<file path="src/rtl/uart_pkg.sv">
// Shared UART constants and helpers: default byte width, baud divider, FIFO pointer width.
// No logic; purely compile-time values.
// No backpressure; not a datapath element.
package uart_pkg;

    localparam int DATA_W_DEF = 8;
    localparam int CLK_HZ = 27_000_000;
    localparam int BAUD = 115_200;
    localparam int DELAY_FRAMES = CLK_HZ / BAUD;

    // One extra bit beyond the index distinguishes full from empty.
    function automatic int ptr_w(input int depth);
        return $clog2(depth) + 1;
    endfunction

endpackage

</file>
<file path="src/rtl/uart_sync_fifo.sv">
// Generic pointer/array FIFO with show-ahead head data, full/empty/level status.
// Latency: a write is visible at the head one cycle later; no write-to-read bypass.
// Backpressure: push ignored when full unless a pop happens the same cycle.
module uart_sync_fifo
    import uart_pkg::*;
#(
    parameter int DEPTH  = 16,
    parameter int DATA_W = DATA_W_DEF,
    localparam int PW    = ptr_w(DEPTH),
    localparam int AW    = PW - 1
) (
    input  logic              clk,
    input  logic              rst_n,
    input  logic              push,
    input  logic [DATA_W-1:0] push_dat,
    input  logic              pop,
    output logic [DATA_W-1:0] head_dat,
    output logic              full,
    output logic              empty,
    output logic [PW-1:0]     level
);

    logic [PW-1:0]     wr_ptr_q, wr_ptr_d;
    logic [PW-1:0]     rd_ptr_q, rd_ptr_d;
    logic [DATA_W-1:0] mem_q [DEPTH];
    logic              wr_en;
    logic              rd_en;

    assign empty    = (wr_ptr_q == rd_ptr_q);
    assign full     = (wr_ptr_q[PW-1] != rd_ptr_q[PW-1]) &&
                      (wr_ptr_q[AW-1:0] == rd_ptr_q[AW-1:0]);
    assign level    = wr_ptr_q - rd_ptr_q;
    assign rd_en    = pop & ~empty;
    assign wr_en    = push & (~full | rd_en);
    assign head_dat = mem_q[rd_ptr_q[AW-1:0]];

    always_comb begin
        wr_ptr_d = wr_ptr_q;
        rd_ptr_d = rd_ptr_q;
        if (wr_en) wr_ptr_d = wr_ptr_q + PW'(1);
        if (rd_en) rd_ptr_d = rd_ptr_q + PW'(1);
    end

    always_ff @(posedge clk or negedge rst_n) begin
        if (!rst_n) begin
            wr_ptr_q <= '0;
            rd_ptr_q <= '0;
        end else begin
            wr_ptr_q <= wr_ptr_d;
            rd_ptr_q <= rd_ptr_d;
        end
    end

    always_ff @(posedge clk) begin
        if (wr_en) mem_q[wr_ptr_q[AW-1:0]] <= push_dat;
    end

endmodule

</file>
<file path="src/rtl/uart_rx_fifo.sv">
// UART receive byte buffer: edge-captures rx_byte_ready into a FIFO, valid/ready output, sticky overflow.
// Latency: byte visible one cycle after the sampled rising edge; pop advances head next cycle.
// Backpressure: drops and flags bytes when full; UART_RX_FIFO_DROP_COUNT_EN adds a saturating drop_count.
module uart_rx_fifo
    import uart_pkg::*;
#(
    parameter int DEPTH  = 16,
    parameter int DATA_W = DATA_W_DEF
) (
    input  logic                     clk,
    input  logic                     rst_n,
    input  logic [DATA_W-1:0]        rx_data,
    input  logic                     rx_byte_ready,
    output logic [DATA_W-1:0]        out_data,
    output logic                     out_valid,
    input  logic                     out_ready,
    output logic [$clog2(DEPTH):0]   level,
    output logic                     full,
    output logic                     empty,
    output logic                     overflow,
    input  logic                     clear_overflow
`ifdef UART_RX_FIFO_DROP_COUNT_EN
    ,
    output logic [7:0]               drop_count
`endif
);

    logic              rdy_q;
    logic              overflow_q, overflow_d;
    logic              push;
    logic              pop;
    logic              drop;
    logic [DATA_W-1:0] head_dat;

    // Reset value 1 so a level already high at reset release is not taken as a new byte.
    assign push      = rx_byte_ready & ~rdy_q;
    assign out_valid = ~empty;
    assign pop       = out_valid & out_ready;
    assign drop      = push & full & ~pop;
    assign out_data  = empty ? '0 : head_dat;
    assign overflow  = overflow_q;

    uart_sync_fifo #(
        .DEPTH  (DEPTH),
        .DATA_W (DATA_W)
    ) u_fifo (
        .clk      (clk),
        .rst_n    (rst_n),
        .push     (push),
        .push_dat (rx_data),
        .pop      (pop),
        .head_dat (head_dat),
        .full     (full),
        .empty    (empty),
        .level    (level)
    );

    always_comb begin
        overflow_d = overflow_q;
        if (clear_overflow) overflow_d = 1'b0;
        if (drop)           overflow_d = 1'b1;
    end

    always_ff @(posedge clk or negedge rst_n) begin
        if (!rst_n) begin
            rdy_q      <= 1'b1;
            overflow_q <= 1'b0;
        end else begin
            rdy_q      <= rx_byte_ready;
            overflow_q <= overflow_d;
        end
    end

`ifdef UART_RX_FIFO_DROP_COUNT_EN
    logic [7:0] drop_count_q, drop_count_d;

    always_comb begin
        drop_count_d = drop_count_q;
        if (drop) begin
            if (clear_overflow)             drop_count_d = 8'd1;
            else if (drop_count_q != 8'hFF) drop_count_d = drop_count_q + 8'd1;
        end else if (clear_overflow) begin
            drop_count_d = 8'd0;
        end
    end

    always_ff @(posedge clk or negedge rst_n) begin
        if (!rst_n) drop_count_q <= 8'd0;
        else        drop_count_q <= drop_count_d;
    end

    assign drop_count = drop_count_q;
`endif

endmodule
</file>
<file path="config.mk">
export PLATFORM = sky130hd
export DESIGN_NAME = uart_rx_fifo
export DESIGN_NICKNAME = d
export VERILOG_FILES = /design/src/rtl/uart_pkg.sv /design/src/rtl/uart_sync_fifo.sv /design/src/rtl/uart_rx_fifo.sv
export SDC_FILE = /design/constraint.sdc
export NUM_CORES = 1
export LEC_CHECK = 0
export ABC_CLOCK_PERIOD_IN_PS = 8900
export BUFFER_PORTS_ARGS = -buffer_cell sky130_fd_sc_hd__buf_4
export CAP_MARGIN = 5
export CORE_UTILIZATION = 45
export CTS_CLUSTER_DIAMETER = 30
export CTS_CLUSTER_SIZE = 20
export DETAILED_ROUTE_END_ITERATION = 10
export PLACE_DENSITY = 0.69
export SLEW_MARGIN = 30
export SYNTH_ARGS = -nofsm -noshare
export SYNTH_HDL_FRONTEND = slang
export SYNTH_SLANG_ARGS = --single-unit
</file>
<file path="constraint.sdc">
create_clock -name clk -period 8.9 [get_ports clk]
set_clock_uncertainty 0.1 [all_clocks]
set_input_delay 0.89 -clock clk [delete_from_list [all_inputs] [get_ports clk]]
set_output_delay 0.89 -clock clk [all_outputs]
set_load 0.01 [all_outputs]
</file>
; ---- After elaboration in Yosys (flattened, before gate mapping)
; Memory sizes are Yosys's and may differ from the RTL's.
; Index checks and enable logic that the tools add are counted.
[classes]
bitwise_logic = 11
eq_ne = 3
n_mux = 5
reduce_logical = 2
add_sub_neg = 3
[op_table]
columns = cell, n
row1 = $add 5x1->5 const B, 2
row2 = $mux 8, 1
row3 = $and 1x1->1, 6
row4 = $eq 5x5->1, 1
row5 = $sub 5x5->5, 1
row6 = $eq 4x4->1, 1
row7 = $mux 1, 4
row8 = $not 1->1, 4
row9 = $reduce_bool 2->1, 1
row10 = $logic_and 1x1->1, 1
row11 = $ne 1x1->1, 1
row12 = $or 1x1->1, 1
[totals]
register_bits = 12
memories = 1
ramBits = 128
elab_cells = 29
out_inout_bits = 17
[mem_list]
columns = memory, words, width, read_ports, rd_clocked_by_memory_dff, write_ports, line_no
row1 = u_fifo.mem_q, 16, 8, 1, 0, 1, uart_sync_fifo.sv:25  ; logic [DATA_W-1:0] mem_q [DEPTH];

; ---- Longest topological paths before layout
[logic_depth]
depth_word = 8
mapped_depth = 10

; ---- Hierarchy
; From an unflattened synthesis, not the netlist that was laid out.
[unflattened]
hier_cells = 312
area_unflattened_um2 = 5871.9
[modules_own_cells]
columns = module, seq_area_each_um2, instances, cells_per_inst, area_each_um2
row1 = uart_sync_fifo, 4093.9, 1, 296, 5714.2
row2 = uart_rx_fifo, 51.3, 1, 16, 157.7

; ---- Worst setup path after synthesis
; Ideal clock, no wire load.
[synth_timing]
kind = reg2reg
from = register u_fifo.rd_ptr_q[1]
to = memory u_fifo.mem_q[0][0] (netlist bit), enable pin
period_less_slack_ns = 3.249
required_time_ns = 8.417
path_buffers = 4
path_slack_ns = 5.651
arrival_time_ns = 2.766
stages_incl_launch_ff = 11
cell_sequence = dfrtp_1 -> buf_6 -> buf_6 -> buf_2 -> inv_1 -> ha_1 -> and4_1 -> clkbuf_1 -> a31oi_1 -> nand2_1 -> nor3_1
[synth_between]
elab_chain_len = 8
[synth_rtl]
columns = element, line_no
row1 = "start, declared", uart_sync_fifo.sv:24  ; logic [PW-1:0] rd_ptr_q, rd_ptr_d;
row2 = "start signal, assigned", uart_sync_fifo.sv:50  ; rd_ptr_q <= rd_ptr_d;
row3 = $eq 5x5->1, uart_sync_fifo.sv:29  ; assign empty = (wr_ptr_q == rd_ptr_q);
row4 = $not 1->1, "uart_sync_fifo.sv:33, uart_rx_fifo.sv:37"
row5 = $and 1x1->1, uart_rx_fifo.sv:38  ; assign pop = out_valid & out_ready;
row6 = $and 1x1->1, uart_sync_fifo.sv:33  ; assign rd_en = pop & ~empty;
row7 = $or 1x1->1 (*), uart_sync_fifo.sv:34  ; assign wr_en = push & (~full | rd_en);
row8 = $and 1x1->1 (*), uart_sync_fifo.sv:34
row9 = $mux 1 (*), uart_sync_fifo.sv:55  ; if (wr_en) mem_q[wr_ptr_q[AW-1:0]] <= push_dat;
row10 = $mux 1 (not written as such) (*), uart_sync_fifo.sv:55
row11 = "end, declared", uart_sync_fifo.sv:25
; Mark *: on every way between the ends. The rest lies on a longest branch, timed or not.

; ---- Worst setup path after layout
[layout_timing]
from = register u_fifo.rd_ptr_q[3]
to = output out_data[6]
[layout_between]
elab_chain_len = 2
[layout_rtl]
columns = element, line_no
row1 = $mem_v2 16x8 / $eq 5x5->1 (equally long branches), --
row2 = $mux 8 (*), uart_rx_fifo.sv:40  ; assign out_data = empty ? '0 : head_dat;
row3 = "end, declared", uart_rx_fifo.sv:14  ; output logic [DATA_W-1:0] out_data,
; Marks and branches as above.

==> key figures <==
Clocking
  • Clock transition at path regs: 0.06 ns
  • Clk_lat worst skew: 0.42 ns
  • CTS sink count: 140
  • Longest Clk Path Bufs: 2
  • Post-CTS Setup Inserts: 0
  • Total CTS buffers: 17
  • Resized cells post-CTS: 0
  • H-tree levels: 4
  • Post-CTS Hold Fix Bufs: 0
  • Root buffer cell: clkbuf_16
  • CTS tree: done

Logic synthesis
  • Ys Warns: 0
  • Largest cells by area after synthesis: edfxtp_1, mux4_2, dfrtp_1, ha_1, mux2i_1
  • Synth async-reset ratio: 8.57%
  • Mux share of post-synthesis cell area: approximately 15%
  • Post-synthesis compound-gate area fraction: 2.57%
  • Synth unique cells: 32
  • Post-Syn Nets: approximately 320
  • Post-Synth Simple-Gate Area: 2.79%
  • Number of synthesized flops with an enable pin: between 100 and 150
  • Commonest cells post-synth: edfxtp_1, mux4_2, nor2_1
  • Yosys top cell by area: edfxtp_1
  • Ys flop type: edfxtp_1
  • Post-synthesis xor/xnor area fraction: 2.00%
  • Register bit total from synthesis: 140
  • Post-Synth Adder-Cell Area: 2.33%
  • Synthesized area: between 5000 and 6000 um2
  • Most common cell in the netlist: edfxtp_1
  • Sequential area share after synthesis: roughly 73%
  • Share of the synthesized area in the top cell type: 67.5%
  • Mean post-synth cell area: 19.2 um2
  • Main combinational cell family by area after synthesis: multiplexers
  • Post-synthesis cell count: between 200 and 300

Worst setup path
  • CP Launch Type: flip-flop
  • CP arrival: between 3 and 4 ns
  • Slowest CP cell: dfrtp_1
  • Crit path cell chain: inv_2 -> ha_1 -> and4_1 -> nand2_1 -> o221ai_1 -> a21oi_1 -> buf_4
  • CP Max Fanout: 18
  • Critical Path Sink Type: primary output
  • Slowest cell delay on critical path: 0.91 ns
  • CP Buf/Inv Count: 2
  • Delay-heaviest family, CP: flip-flops
  • Worst EP required: slightly below 8 ns
  • CP Class: flip-flop to primary output

Floorplanning
  • CORE AREA: 12,200 um2
  • DIE AREA: between 10,000 and 15,000 um2
  • Number of top-level pins: 30
  • Die W: 115 um
  • Initial core utilization: 46.8%
  • Die height: 115 um
  • Rows: 40

Placement
  • Placed Cells: just under 500
  • HPWL after DPL: 7110 um
  • # port buffers: 29
  • RD Place Congestion: 0.832
  • Post-DP Area: 6060 um2

Global route
  • Vias in the first global route: 2,831
  • First-pass GRT wire length: around 17,000 um
  • Tot GR Track Use: 18.5%
  • Initial antenna violation count: 0
  • Pin count of the biggest net entering global routing: 36
  • GRT Residual Overflow: 0

STA
  • Final slew viol count: 0
  • Fin crit period: 4.03 ns
  • RSZ-0062 raised after global routing: no
  • Setup TNS Final: 0 ns
  • Max-slew headroom: 37.9%
  • Period Utilization, post-route: 45.3%
  • # setup viols final: 0
  • Final hold viol count: 0
  • Max frequency: around 250 MHz
  • Final hold slack: 0.197 ns
  • Worst slew pin tran: a little over 0.9 ns

Drt
  • Vias: between 2,000 and 3,000
  • WL per Instance: around 21 um
  • Number of vias per cell: around 5.4
  • Routed WL: 10,900 um
  • Iter 0 DRT Violations: around 220
  • Drt first pass iters: 4
  • DRC: 0
  • Routed Antenna Nets: 0

Power
  • Worst VDD drop: 135 uV
  • Total power: roughly 2.3 mW
  • P_leak: 2.27 nW
  • Cell Pwr Density: 341 nW/um2

Final layout
  • Fill cell total of the finished layout: 923
  • Ant diodes: 0
  • Non-Filler Instances: 513
  • Fin nets: 355
  • Fin area: 6670 um2
  • Layout Area Growth over Synthesis: 17.0%
  • Fraction of final layout cells sized beyond drive strength 1: 31.3%

Outcome
  • Status: completed

Worst hold path
  • Hold Crit Class: input pin to asynchronous set/reset pin

Flow run
  • Max-Cap Viols: 0
[kinds of logic (layout without fill, tap and decap cells)]
family | after synthesis | in the layout
compound gates | 26 | 26
xor+xnor | 13 | 13
fa+ha+maj | 10 | 10
buf+inv | 25 | 74
flops | 140 | 140
mux | 47 | 47
simple gates | 35 | 35
[cells in the final DEF, fill, tap and decap left out, types with 2 or more instances in the layout]
cell	synthesis	final
edfxtp_1	128	128
mux4_2	32	32
buf_4	1	31
clkbuf_16	0	17
nor2_1	12	12
a21oi_1	11	11
nand2_1	11	11
inv_1	10	10
dfrtp_1	11	10
xnor2_1	9	9
ha_1	9	9
mux2i_1	8	8
o21ai_0	8	8
mux2_2	7	7
inv_6	0	5
xor2_1	4	4
nand2b_1	3	3
nor3_2	0	3
nand4_1	3	3
clkinvlp_4	0	3
clkinv_4	0	3
a21o_1	2	2
clkinv_2	0	2
bufinv_16	0	2
[worst paths after layout]
kind	endpoint	cells after the start	slack, ns	startpoint
max	out_data[6]	7	4.87	u_fifo.rd_ptr_q[3]$_DFFE_PN0P_
min	u_fifo.rd_ptr_q[2]$_DFFE_PN0P_	1	0.20	rst_n
max reg2reg	u_fifo.mem_q[13][5]$_DFFE_PP_	6	5.08	u_fifo.rd_ptr_q[3]$_DFFE_PN0P_
min reg2reg	u_fifo.wr_ptr_q[4]$_DFFE_PN0P_	1	0.43	u_fifo.wr_ptr_q[4]$_DFFE_PN0P_
max in group asynchronous	rdy_q$_DFF_PN1_	1	8.28	rst_n
min in group clk	u_fifo.wr_ptr_q[4]$_DFFE_PN0P_	1	0.43	u_fifo.wr_ptr_q[4]$_DFFE_PN0P_
[per-stage QoR]
step,setup slack [ns],util [%]
after floorplan,5.65,-
after global placement,4.99,49.8
after detailed placement,4.87,49.8
after CTS,4.80,54.7
after global routing,4.63,54.8
final,4.87,54.8
[registers in the layout, summed over array words and instances, names as in the netlist]
name             flops
u_fifo.rd_ptr_q      5
overflow             1
rdy_q                1
u_fifo.mem_q       128
u_fifo.wr_ptr_q      5
[report_power, final]
part	internal [mW]	total (mW)	switching [mW]
combinational	0.369	0.705	0.336
sequential	0.773	0.881	0.107
clock	0.416	0.689	0.273
[layout make-up]
type | count | area [um2] | share of cell area, %
Sequential cell | 140 | 4150 | 62.2
Multi-Input combinational cell | 131 | 1450 | 21.7
Clock buffer | 17 | 425 | 6.38
Timing Repair Buffer | 31 | 233 | 3.49
Tap cell | 168 | 210 | 3.15
Clock inverter | 15 | 163 | 2.44
Inverter | 11 | 41.3 | 0.619
[per-layer routing]
metal	track usage [%]	share of wire (%)
met5	0	0
met4	6.15	0.71
met3	4.34	6.0
met2	28.1	49
met1	26.6	45
Power figures use the tool's default switching activity.
